File: config.mk
export PLATFORM = sky130hd
export DESIGN_NAME = exp2_tt_sequencer
export DESIGN_NICKNAME = d
export VERILOG_FILES = /design/src/rtl/exp2_pkg.sv /design/src/rtl/exp2_settle_timer.sv /design/src/rtl/exp2_tt_sequencer.sv
export SDC_FILE = /design/constraint.sdc
export NUM_CORES = 1
export LEC_CHECK = 0
export CAP_MARGIN = 20
export CORE_MARGIN = 2
export CORE_UTILIZATION = 50
export DETAILED_ROUTE_END_ITERATION = 8
export DONT_BUFFER_PORTS = 1
export GPL_ROUTABILITY_DRIVEN = 0
export PLACE_DENSITY = 0.68
export SLEW_MARGIN = 10
export SYNTH_ARGS = -nofsm -noshare
export SYNTH_HDL_FRONTEND = slang
export SYNTH_SLANG_ARGS = --single-unit
File: constraint.sdc
create_clock -name clk -period 1.7 [get_ports clk]
set_input_delay 0.17 -clock clk [delete_from_list [all_inputs] [get_ports clk]]
set_output_delay 0.17 -clock clk [all_outputs]
set_load 0.05 [all_outputs]
File: src/rtl/exp2_pkg.sv
// Shared types and defaults for the Experiment 2 truth-table sequencer.
package exp2_pkg;

    typedef enum logic [1:0] {
        IDLE,
        SETTLE,
        SAMPLE,
        DONE
    } state_t;

    localparam int          EXP2_N_IN           = 2;
    localparam logic [3:0]  EXP2_EXPECTED_TT    = 4'b1101;
    localparam int          EXP2_SETTLE_DEFAULT = 4;

endpackage

File: src/rtl/exp2_settle_timer.sv
// Loadable down-counter; expired is high once SETTLE_CYC cycles have
// elapsed since the last load.
module exp2_settle_timer #(
    parameter int SETTLE_CYC = 4
) (
    input  logic clk,
    input  logic rst_n,
    input  logic load,
    output logic expired
);

    localparam int W = (SETTLE_CYC > 1) ? $clog2(SETTLE_CYC) : 1;

    logic [W-1:0] cnt;

    always_ff @(posedge clk) begin
        if (!rst_n) begin
            cnt <= '0;
        end else if (load) begin
            cnt <= W'(SETTLE_CYC - 1);
        end else if (cnt != '0) begin
            cnt <= cnt - 1'b1;
        end
    end

    assign expired = (cnt == '0);

endmodule

File: src/rtl/exp2_tt_sequencer.sv
// Clocked truth-table sweep and checker for the Experiment 2 circuit.
// Optional early abort on first mismatch: EXP2_SEQ_STOP_ON_FAIL_EN.
module exp2_tt_sequencer
    import exp2_pkg::*;
#(
    parameter int                     N_IN        = EXP2_N_IN,
    parameter int                     SETTLE_CYC  = EXP2_SETTLE_DEFAULT,
    parameter logic [(2**N_IN)-1:0]   EXPECTED_TT = EXP2_EXPECTED_TT
) (
    input  logic                   clk,
    input  logic                   rst_n,
    input  logic                   start,
    output logic [N_IN-1:0]        drv_vec,
    input  logic                   dut_out,
    output logic                   busy,
    output logic                   done,
    output logic                   pass,
    output logic [(2**N_IN)-1:0]   result_tt,
    output logic [N_IN:0]          mismatch_cnt
`ifdef EXP2_SEQ_STOP_ON_FAIL_EN
    ,
    output logic [N_IN-1:0]        fail_idx
`endif
);

    state_t                 state, state_n;
    logic [N_IN-1:0]        idx, idx_n;
    logic [(2**N_IN)-1:0]   tt_n;
    logic [N_IN:0]          cnt_n;
    logic                   busy_n, done_n, pass_n;
    logic                   load, expired, miss, stop;
`ifdef EXP2_SEQ_STOP_ON_FAIL_EN
    logic [N_IN-1:0]        fail_n;
`endif

    exp2_settle_timer #(
        .SETTLE_CYC (SETTLE_CYC)
    ) u_timer (
        .clk     (clk),
        .rst_n   (rst_n),
        .load    (load),
        .expired (expired)
    );

    // The driven vector is always the current table index.
    assign drv_vec = idx;
    assign miss    = (dut_out != EXPECTED_TT[idx]);

    always_comb begin
        state_n = state;
        idx_n   = idx;
        tt_n    = result_tt;
        cnt_n   = mismatch_cnt;
        busy_n  = busy;
        done_n  = done;
        pass_n  = pass;
        load    = 1'b0;
        stop    = 1'b0;
`ifdef EXP2_SEQ_STOP_ON_FAIL_EN
        fail_n  = fail_idx;
`endif
        unique case (state)
            IDLE, DONE: begin
                if (start) begin
                    state_n = SETTLE;
                    idx_n   = '0;
                    tt_n    = '0;
                    cnt_n   = '0;
                    busy_n  = 1'b1;
                    done_n  = 1'b0;
                    pass_n  = 1'b0;
                    load    = 1'b1;
`ifdef EXP2_SEQ_STOP_ON_FAIL_EN
                    fail_n  = '0;
`endif
                end
            end
            SETTLE: begin
                if (expired) state_n = SAMPLE;
            end
            SAMPLE: begin
                tt_n[idx] = dut_out;
                if (miss) cnt_n = mismatch_cnt + 1'b1;
`ifdef EXP2_SEQ_STOP_ON_FAIL_EN
                stop = (idx == '1) || miss;
                if (miss) fail_n = idx;
`else
                stop = (idx == '1);
`endif
                if (stop) begin
                    state_n = DONE;
                    busy_n  = 1'b0;
                    done_n  = 1'b1;
                    pass_n  = (cnt_n == '0);
                end else begin
                    state_n = SETTLE;
                    idx_n   = idx + 1'b1;
                    load    = 1'b1;
                end
            end
            default: state_n = IDLE;
        endcase
    end

    always_ff @(posedge clk) begin
        if (!rst_n) begin
            state        <= IDLE;
            idx          <= '0;
            result_tt    <= '0;
            mismatch_cnt <= '0;
            busy         <= 1'b0;
            done         <= 1'b0;
            pass         <= 1'b0;
`ifdef EXP2_SEQ_STOP_ON_FAIL_EN
            fail_idx     <= '0;
`endif
        end else begin
            state        <= state_n;
            idx          <= idx_n;
            result_tt    <= tt_n;
            mismatch_cnt <= cnt_n;
            busy         <= busy_n;
            done         <= done_n;
            pass         <= pass_n;
`ifdef EXP2_SEQ_STOP_ON_FAIL_EN
            fail_idx     <= fail_n;
`endif
        end
    end

endmodule
# Yosys cells after proc, flatten, opt, wreduce, memory -nomap -nowiden
# Cells that the tools add are included.
# Widths: inputs -> output; s select.
# word_totals
ff_bits	16
word_cells	65
out_inout_bits	12
# op_classes
muxes	31
n_reduce_logical	12
magnitude_cmp	2
n_addsub	3
eq_ne	9
# op_table
op	count
$mux 2	7
$mux 1	9
$mux 3	3
$ne 2x2->1 const B	4
$pmux 1 s2	4
$pmux 4 s2	1
$eq 2x2->1 const B	3
$pmux 2 s3	1
$pmux 3 s2	1
$reduce_and 3->1	2
$reduce_bool 2->1	3
$bwmux 4	1
$logic_not 2->1	2
$mux 4	1
$pmux 2 s2	1
$reduce_and 2->1	2
$add 3x1->3 const B	1
$logic_not 3->1	1
$lt 2x3->1 const B	1
$add 2x1->2 const B	1
$bmux 1 s2	1
$demux 1 s2	1
$eq 2x1->1 const B	1
$ge 2x1->1 const B	1
4 further kinds	4

# Logic depth before layout (Yosys ltp)
# logic_depth
ltp_word	8
depth_mapped	8
mapped_depth_nobuf	7

# Hierarchy
# A second synthesis with hierarchy kept.
# unflattened
cells_unflattened	113
hier_area_um2	999.7
# modules_own_cells
mod	instances	cells_per_inst	area_per_inst_um2
exp2_tt_sequencer	1	104	905.9
exp2_settle_timer	1	9	93.8

# Worst setup path after synthesis
# OpenSTA, ideal clock, no wires.
# synth_timing
path_type	register to register
from	register idx[1] (netlist: drv_vec[1])
to	register mismatch_cnt[0]
required_ns	1.641
arrival_time_ns	2.125
setup_ns	0.059
path_buffers	0
path_stages_with_launch	7
slack_ns	-0.484
period_less_slack_ns	2.184
cell_sequence	dfxtp_1 inv_1 ha_1 ha_1 or4_1 a21oi_1 a31o_2
# synth_via
elab_chain_len	6
# synth_lines
item	line	rtl
start, declared	exp2_tt_sequencer.sv:27	logic [N_IN-1:0] idx, idx_n;
start signal, assigned	exp2_tt_sequencer.sv:119	idx <= idx_n;
$bmux 1 s2	exp2_tt_sequencer.sv:47	assign miss = (dut_out != EXPECTED_TT[idx]);
$mux 1 (not written as such)	exp2_tt_sequencer.sv:47	
$ne 1x1->1	exp2_tt_sequencer.sv:47	
$mux 3	exp2_tt_sequencer.sv:83	if (miss) cnt_n = mismatch_cnt + 1'b1;
$mux 3	exp2_tt_sequencer.sv:62	unique case (state)
$pmux 3 s2	exp2_tt_sequencer.sv:62	
end signal, assigned	exp2_tt_sequencer.sv:121	mismatch_cnt <= cnt_n;
end, declared	exp2_tt_sequencer.sv:19	output logic [N_IN:0] mismatch_cnt
# No other way between the ends. The select of a mux whose other input is x is not followed.
# A chain may end at the register's enable or synchronous reset.

# Worst setup path in the final report
# Ends and elaborated chain as after synthesis.

==> out/metrics.cfg <==
[layout]
final_common_cell = buf_4
drive_above_1_share = 0.256
synthToLayoutAreaGrowth_pct = 24.5
fin_cells = 150
fin_nets = 140
antennaDiodeCount = 0
fin_util = 0.670
mostFrequentLayoutCells = buf_4 (17), dfxtp_1 (13), o21ai_0 (8), ha_1 (8), inv_1 (6)

[setup_path]
ff2ff_path_depth = 6
crit_end = mismatch_cnt[0]
crit_fanout = 7
startpoint = drv_vec[1]
reg2reg_to = mismatch_cnt[0]
critical_path_cell_count = 6
worst_ep_arrival_time_ps = 1880
critPathCaptureType = flip-flop
max_stage_delay_ps = 510
critPathKind = reg -> reg
slowest_stage = or4_4
r2r_start = drv_vec[1]
setup.worst_path.start_class = flip-flop
path_cells = inv_2, ha_4, ha_4, or4_4, a21oi_2, a31o_2
worstPathRequired_ps = 1940
regToRegSetupSlack_ps = 50
cpMostUsedCell = ha_4
path_delay_family = simple AND/OR/NAND/NOR gates
crit_buf_inv = 1

[clock_tree]
insertion_delay_ps = 280
clk_pin_slew_ps = 100
cts_tree = done
clock-root-buffer = clkbuf_4
cts_made_buffers = 3
cts_sinks = 16
htree_num_levels = 1
cts_buffer_depth = 2

[global_route]
grt_pass1_wl_um = 3170
grt_max_degree = 15
antenna_found_initial = 0
grt_pass1_vias = 762
overflow = 0
grt_use_total = 0.198

[routing]
vias = 825
drt_first_pass_iters = 4
wl_per_cell_um = 13.6
wl_um = 2040
ant_nets = 0
drt-initial-drc-count = 15
drc = 0
viasPerCell = 5.50

[floorplan]
rows = 15
dieArea_um2 = 2240
dieWidth_um = 47.3
core_area_um2 = 1750
start_util = 0.538
ios = 16
die_h_um = 47.3

[timing]
rsz0062_at_grt = false
hold_violations = 0
min_period_ps = 1650
worst_pin_slew_ps = 360
slew_violations = 0
skew_ps = 0.812
fmax_ghz = 0.607
relSlewSlack = 0.759
finalSetupTns_ps = 0
post-route-period-util = 0.970
finalSetupViolCount = 0

[power_and_ir_drop]
ir_worst_vdd_uv = 760
power_leakage_nw = 0.496
power_density_nw_per_um2 = 1020

[status]
status = finished, final reports clean

[yosys]
avgSynthCellArea_um2 = 8.77
synth_area_leaders = dfxtp_1 (34%), ha_1 (13%), o21ai_0 (4.8%)
synth_top_cell_by_area = dfxtp_1
yosysUniqueCellTypes = 37
yosysWarnings = 0
synth_flop_cell = dfxtp_1
async_flop_share = 0
synth-edff-count = 0
synth_area_um2 = 938
syn_inst = 107
ys_seq_area_frac = 0.341
synth_top_area_frac = 0.341
ys_ff_latch = 16
syn_nets = 121

[worst_hold_path]
hp-class = in -> reg

[placed_design]
place_inst = 143
portBuffers = 0
dp_hpwl_um = 1460

[run]
cap_violations = 0

[cells by family after synthesis]
family / count (synthesis) / share of synthesized area
AO/OA/AOI/OAI: 33 / 0.229
AND/OR/NAND/NOR: 33 / 0.208
multiplexers: 1 / 0.0107
buffers and inverters: 12 / 0.0587
adder cells (fa/ha/maj): 10 / 0.133
XOR/XNOR: 2 / 0.0187
flip-flops: 16 / 0.341
[cell usage after synthesis, types with 2 or more instances]
cell / count
dfxtp_1: 16
ha_1: 10
o21ai_0: 9
inv_1: 7
a21oi_1: 6
nor2_1: 5
nor2b_1: 5
a21boi_0: 4
nand2_1: 4
nand3_1: 4
o21a_1: 4
nand4_1: 3
a21boi_1: 2
and2_1: 2
buf_2: 2
clkbuf_1: 2
nor4b_1: 2
[where the power goes]
group / switching (W) / total, W / internal (W)
logic: 0.000281 / 0.000499 / 0.000218
clock network: 0.000124 / 0.000254 / 0.000130
registers: 0.0000256 / 0.000443 / 0.000418
total: 0.000430 / 0.00120 / 0.000766
[worst min path at each step]
stage	slack [ps]	start	cells after the start	to
6_report	20	rst_n	1	drv_vec[0]
5_1_grt	10	rst_n	1	result_tt[3]
4_1_cts	5	rst_n	1	busy
3_5_place_dp	290	rst_n	1	u_timer.cnt[1]
3_3_place_gp	290	rst_n	1	drv_vec[1]
2_1_floorplan	310	rst_n	1	drv_vec[0]
[worst register-to-register path: stages (launching register included)]
cell	delay, ps
dfxtp_4	380
inv_2	60
ha_4	170
ha_4	240
or4_4	510
a21oi_2	140
a31o_2	110
[what timing repair did]
action                                  in CTS  in global routing
pin swaps                                    0                  1
hold endpoints to repair                     4                  2
resized for setup                            1                  4
hold buffers                                 1                  1
buffers inserted                             0                  1
endpoints found under the setup margin       1                  3
[final cells by class]
| cell class | count | area, µm² |
|---|---|---|
| well taps | 25 | 31.3 |
| flip-flops and latches | 16 | 329 |
| inverters | 7 | 26.3 |
| multi-input cells | 79 | 598 |
| repair buffers | 19 | 148 |
| fillers | 149 | 577 |
| clock buffers | 4 | 36.3 |
[per-stage QoR]
stage	hold slack [ps]	cell area (µm²)	power [W]	worst slack, ps
after detailed placement	293	1090	0.000924	4.06
after floorplan	313	971	0.000816	9.77
final	22.1	1170	0.00120	51.6
after global routing	10.2	1170	0.00128	1.11
after CTS	5.44	1140	0.00119	54.6
after global placement	289	1090	0.000901	34.7
[registers in the layout, summed over array words and instances (netlist names)]
name / count
state: 2
busy: 1
result_tt: 4
u_timer.cnt: 2
mismatch_cnt: 3
pass: 1
drv_vec: 2
done: 1
[layer usage]
layer	up-vias	global-route usage	routed length, µm
met1	389	0.235	950
li1	421	-	-
met2	13	0.357	1000
met5	-	0	0
met3	2	0.0423	72
met4	0	0.0500	10
Power figures use the tool's default switching activity.
